$ cat config.mk
export PLATFORM = sky130hd
export DESIGN_NAME = fp_add_operand_feeder
export DESIGN_NICKNAME = d
export VERILOG_FILES = /design/src/rtl/fp_add_operand_feeder.sv
export SDC_FILE = /design/constraint.sdc
export NUM_CORES = 1
export LEC_CHECK = 0
export ABC_AREA = 1
export BUFFER_PORTS_ARGS = -buffer_cell sky130_fd_sc_hd__buf_4
export CAP_MARGIN = 40
export CORE_UTILIZATION = 30
export CTS_CLUSTER_DIAMETER = 150
export CTS_CLUSTER_SIZE = 14
export DETAILED_ROUTE_END_ITERATION = 10
export GPL_TIMING_DRIVEN = 0
export SYNTH_ARGS = -nofsm -noshare
export SYNTH_HDL_FRONTEND = slang
export SYNTH_SLANG_ARGS = --single-unit
$ cat constraint.sdc
create_clock -name clock -period 3.81 [get_ports clock]
set_input_delay 0.381 -clock clock [delete_from_list [all_inputs] [get_ports clock]]
set_output_delay 0.381 -clock clock [all_outputs]
set_load 0.1 [all_outputs]
$ cat src/rtl/fp_add_operand_feeder.sv
// -----------------------------------------------------------------------------
// fp_add_operand_feeder
//
// Front end of the single-precision adder. Operand pairs arrive over a
// valid/ready handshake, are buffered raw in a small FIFO, and are handed to
// the adder one registered pair at a time. The registered pair is ordered so
// the larger magnitude comes first, and each operand carries a class flag
// (NaN / Inf / zero / denormal).
//
// Ports:
//   clock      system clock, rising edge
//   reset      asynchronous, active-high reset
//   in_valid   source presents a pair
//   in_ready   feeder has room (FIFO not full)
//   in_a/in_b  raw IEEE-754 single-precision operands
//   out_ready  adder accepts the current pair
//   out_valid  out_* holds a valid pair
//   out_a      larger-magnitude operand
//   out_b      smaller-magnitude operand
//   out_swap   1 when in_a/in_b were exchanged
//   out_flags  {a_nan, a_inf, a_zero, a_denorm, b_nan, b_inf, b_zero, b_denorm}
//   level      FIFO occupancy (output register not counted)
// -----------------------------------------------------------------------------
module fp_add_operand_feeder #(
    parameter int DEPTH = 4,
    parameter int AW    = 2
) (
    input  logic          clock,
    input  logic          reset,
    input  logic          in_valid,
    output logic          in_ready,
    input  logic [31:0]   in_a,
    input  logic [31:0]   in_b,
    input  logic          out_ready,
    output logic          out_valid,
    output logic [31:0]   out_a,
    output logic [31:0]   out_b,
    output logic          out_swap,
    output logic [7:0]    out_flags,
    output logic [AW:0]   level
);

    localparam logic [AW:0] FULL_LEVEL = (AW + 1)'(DEPTH);

    // FIFO storage holds the raw {a, b} pair; ordering and classification are
    // done on the way out so the RAM stays a plain 64-bit memory.
    logic [63:0]   r_mem [DEPTH];
    logic [AW-1:0] r_wr_ptr;
    logic [AW-1:0] r_rd_ptr;
    logic [AW:0]   r_level;

    logic          r_out_valid;
    logic [31:0]   r_out_a;
    logic [31:0]   r_out_b;
    logic          r_out_swap;
    logic [7:0]    r_out_flags;

    logic          w_push;
    logic          w_pop;
    logic [63:0]   w_head;
    logic [31:0]   w_head_a;
    logic [31:0]   w_head_b;
    logic          w_swap;
    logic [31:0]   w_ord [2];
    logic [3:0]    w_class [2];

    // Full-ness alone gates acceptance: a pop in the same cycle does not free
    // a slot for a same-cycle push, which keeps in_ready off the out_ready path.
    assign in_ready = (r_level != FULL_LEVEL);
    assign w_push   = in_valid && in_ready;
    assign w_pop    = (r_level != '0) && (!r_out_valid || out_ready);

    assign w_head   = r_mem[r_rd_ptr];
    assign w_head_a = w_head[63:32];
    assign w_head_b = w_head[31:0];

    // Magnitude compare ignores the sign bit; ties keep the original order.
    assign w_swap   = (w_head_b[30:0] > w_head_a[30:0]);
    assign w_ord[0] = w_swap ? w_head_b : w_head_a;
    assign w_ord[1] = w_swap ? w_head_a : w_head_b;

    // Per-operand class: {nan, inf, zero, denorm}, sign ignored.
    generate
        for (genvar gi = 0; gi < 2; gi++) begin : g_class
            logic w_exp_max;
            logic w_exp_min;
            logic w_mant_nz;
            assign w_exp_max   = (w_ord[gi][30:23] == 8'hFF);
            assign w_exp_min   = (w_ord[gi][30:23] == 8'h00);
            assign w_mant_nz   = (w_ord[gi][22:0] != 23'd0);
            assign w_class[gi] = {w_exp_max &&  w_mant_nz,
                                  w_exp_max && !w_mant_nz,
                                  w_exp_min && !w_mant_nz,
                                  w_exp_min &&  w_mant_nz};
        end
    endgenerate

    // Memory array is not reset; its contents are only meaningful under level.
    always_ff @(posedge clock) begin
        if (w_push) begin
            r_mem[r_wr_ptr] <= {in_a, in_b};
        end
    end

    always_ff @(posedge clock or posedge reset) begin
        if (reset) begin
            r_wr_ptr <= '0;
            r_rd_ptr <= '0;
            r_level  <= '0;
        end else begin
            if (w_push) begin
                r_wr_ptr <= r_wr_ptr + 1'b1;
            end
            if (w_pop) begin
                r_rd_ptr <= r_rd_ptr + 1'b1;
            end
            case ({w_push, w_pop})
                2'b10:   r_level <= r_level + 1'b1;
                2'b01:   r_level <= r_level - 1'b1;
                default: r_level <= r_level;
            endcase
        end
    end

    always_ff @(posedge clock or posedge reset) begin
        if (reset) begin
            r_out_valid <= 1'b0;
            r_out_a     <= '0;
            r_out_b     <= '0;
            r_out_swap  <= 1'b0;
            r_out_flags <= '0;
        end else if (w_pop) begin
            r_out_valid <= 1'b1;
            r_out_a     <= w_ord[0];
            r_out_b     <= w_ord[1];
            r_out_swap  <= w_swap;
            r_out_flags <= {w_class[0], w_class[1]};
        end else if (r_out_valid && out_ready) begin
            // Consumed with nothing behind it: the register goes empty but
            // keeps its last data (only out_valid matters to the adder).
            r_out_valid <= 1'b0;
        end
    end

    assign out_valid = r_out_valid;
    assign out_a     = r_out_a;
    assign out_b     = r_out_b;
    assign out_swap  = r_out_swap;
    assign out_flags = r_out_flags;
    assign level     = r_level;

endmodule

==> flow_metrics.env <==
export IMPL_cts_made_buffers=28
export IMPL_syn_num_nets=1565
export IMPL_cts_root_buf="clkbuf_16"
export IMPL_place_congestion=0.932
export IMPL_path_clk_slew_ns=0.08
export IMPL_status="complete, no violations"
export IMPL_seq_area_frac_synth_pct=64.5
export IMPL_r2r_cells=21
export IMPL_row_count=81
export IMPL_slowest_delay_ns=0.48
export IMPL_drc_errors=0
export IMPL_seq_area_um2=9720
export IMPL_min_from="in_b[6]"
export IMPL_core_area_um2=49300
export IMPL_hold_class="primary input to flip-flop"
export IMPL_critPathRequiredTime_ns=4.27
export IMPL_ant_nets=0
export IMPL_gr_total_overflow=0
export IMPL_min_to="r_mem[0][6]"
export IMPL_nFillCells=4745
export IMPL_critPathTopFamily="simple AND/OR/NAND/NOR gates"
export IMPL_cts_sinks=337
export IMPL_fp_dieH_um=226
export IMPL_setup_ws_ns=0.101
export IMPL_firstDrtPassIters=5
export IMPL_reg2reg_to="out_flags[3]"
export IMPL_wire_per_inst_um=20.1
export IMPL_netlist_area_um2=15100
export IMPL_multiInputGateArea_um2=5560
export IMPL_period_needed_ns=3.71
export IMPL_cts_tree="yes"
export IMPL_io_pins=146
export IMPL_setup_violations_final=0
export IMPL_clockBufferDepth=3
export IMPL_critical_path_class="flip-flop to flip-flop"
export IMPL_start_util_pct=30.6
export IMPL_finClkSkew_ns=0.0321
export IMPL_dpl_hpwl_mm=35.1
export IMPL_drv_slew=0
export IMPL_cp_start_kind="flip-flop"
export IMPL_worstPathCellList="inv_4, clkbuf_4, a21oi_1, a32oi_4, inv_2, ha_4, nand2_1, nor2_2, nand3_2, nor3_4, nand3_4, buf_4, clkbuf_2, nand3_1, nand2_1, nor2_1, nand2_1, nor2_1, nand3_2, nand2_2, nand2_1"
export IMPL_async_flop_share_pct=24.0
export IMPL_r2r_start="r_rd_ptr[1]"
export IMPL_whs_ns=0.0173
export IMPL_final_common_cell="nand2_1"
export IMPL_critPathMostFrequentCell="nand2_1"
export IMPL_synth_seq_cells=337
export IMPL_synth_area_per_cell_um2=10.3
export IMPL_crit_fanout=10
export IMPL_cpMaxStageDelayCell="dfrtp_2"
export IMPL_syn_inst=1460
export IMPL_die_area_um2=51100
export IMPL_relSlewSlack_pct=49.1
export IMPL_finalCritPeriodShare_pct=97.4
export IMPL_grt_usage_pct=18.9
export IMPL_dp_slack_ns=-0.843
export IMPL_final_cell_mix="nand2_1 (450), edfxtp_1 (256), buf_4 (190), o21ai_0 (82), dfrtp_1 (80)"
export IMPL_synth_edff_count=256
export IMPL_yosys_warnings=0
export IMPL_fmax_mhz=270
export IMPL_port_buffers=145
export IMPL_endpoint_kind="flip-flop"
export IMPL_clk_latency_ns=0.59
export IMPL_drive_above_1_share_pct=24.6
export IMPL_hold_viol_final=0
export IMPL_grt_max_degree=69
export IMPL_finalSetupTns_ns=0
export IMPL_syn2layout_area_growth_pct=34.9
export IMPL_worstMarginPinSlew_ns=0.761
export IMPL_synth_main_ff_cell="edfxtp_1"
export IMPL_vias_per_cell=4.91
export IMPL_die_w_um=226
export IMPL_min_path_cells=1
export IMPL_grt_pass1_vias=11500
export IMPL_path_buf_inv=5
export IMPL_drt_iter0_drc=1082
export IMPL_htreeDepth=1
export IMPL_ys_types=33
export IMPL_vias=11900
export IMPL_finalWirelength_mm=48.7
export IMPL_rrSetupSlack_ns=0.10
export IMPL_grt_pass1_wl_mm=71.9
export IMPL_nets=1850
export IMPL_antenna_found_initial=3
export IMPL_cp_data_arrival_time_ns=4.17
export IMPL_max_cap_violations=0
==> worst reg2reg max path, cell delays in order (launching register included) <==
cell and delay (ns):
dfrtp_2 0.48, inv_4 0.15, clkbuf_4 0.31, a21oi_1 0.12, a32oi_4 0.31, inv_2 0.11
ha_4 0.28, nand2_1 0.07, nor2_2 0.13, nand3_2 0.11, nor3_4 0.18, nand3_4 0.16
buf_4 0.17, clkbuf_2 0.19, nand3_1 0.12, nand2_1 0.14, nor2_1 0.13, nand2_1 0.06
nor2_1 0.12, nand3_2 0.12, nand2_2 0.09, nand2_1 0.05
==> kinds of logic (layout without fill, tap and decap cells) <==
kind of cell | after synthesis | in the layout | share of synthesized area (%)
and+or+nand+nor | 670 | 670 | 17.7
DFF | 337 | 337 | 64.5
AOI/OAI and AO/OA | 235 | 235 | 9.41
buffers and inverters | 176 | 467 | 5.00
adders and majority gates | 37 | 37 | 3.12
xor gates and xnor gates | 5 | 5 | 0.291
other | 0 | 2 | 0
==> through the flow <==
| step | utilization, % | cell area, µm² | instances |
|---|---|---|---|
| after CTS | 39.5 | 19500 | 2389 |
| after global routing | 41.3 | 20300 | 2416 |
| final | 41.3 | 20300 | 2417 |
| after global placement | 34.6 | 17000 | 2269 |
| after floorplan | - | 15100 | 1460 |
| after detailed placement | 35.0 | 17200 | 2279 |
==> area by class of cell <==
| class | count | area share, % |
|---|---|---|
| sequential | 337 | 47.8 |
| multi-input combinational | 947 | 27.4 |
| inverter | 96 | 1.82 |
| clock buffer | 34 | 3.56 |
| clock inverter | 2 | 0.228 |
| tap | 664 | 4.08 |
| buffer | 80 | 3.96 |
| timing repair buffer | 255 | 11.2 |
| antenna | 2 | 0.0246 |
==> registers in the layout, summed over array words and instances (netlist names) <==
| name | count |
|---|---|
| out_b | 32 |
| out_flags | 8 |
| out_swap | 1 |
| level | 3 |
| out_a | 32 |
| r_wr_ptr | 2 |
| out_valid | 1 |
| r_rd_ptr | 2 |
| r_mem | 256 |
==> how the worst max path moves through the flow <==
stage / startpoint / to / slack [ns] / depth (start not counted)
6_report: r_rd_ptr[1] / out_flags[3] / 0.10 / 21
5_1_grt: r_rd_ptr[1] / out_flags[5] / -0.02 / 20
4_1_cts: r_rd_ptr[0] / out_flags[2] / 0.001 / 24
3_5_place_dp: r_rd_ptr[0] / out_flags[1] / -0.84 / 19
3_3_place_gp: r_rd_ptr[0] / out_flags[1] / -0.87 / 19
2_1_floorplan: level[0] / r_mem[0][0] / 0.26 / 4
==> routing by layer <==
layer / wire (µm) / global-route usage, %
met4: 1060 / 4.60
met2: 22800 / 30.8
met1: 22100 / 26.1
met5: 27 / 0
met3: 2710 / 3.04
==> synth_stat cells, drive strengths merged (3+ instances only) <==
master / instances / area, µm²
ha: 36 / 450
edfxtp: 256 / 7690
clkbuf: 33 / 124
nand4: 4 / 25.0
a32o: 6 / 60.1
o21ai: 88 / 440
nand3b: 4 / 30.0
buf: 47 / 269
a21oi: 72 / 364
dfrtp: 81 / 2030
inv: 96 / 360
xor2: 3 / 26.3
a32oi: 45 / 394
o22ai: 13 / 81.3
a21o: 4 / 30.0
nand2: 471 / 1770
nor3: 3 / 20.0
a31oi: 5 / 31.3
nor2: 100 / 378
nand3: 88 / 445
==> timing repair <==
action	CTS	global route
buffers inserted	14	23
gates resized for setup	158	152
hold buffers	59	0
gates cloned	1	3
pin swaps	15	49
endpoints found under the setup margin	73	18
hold endpoints to repair	242	0
Power is not shown: default switching activity piles up to over one toggle a cycle in this logic, so the estimate is an artifact.
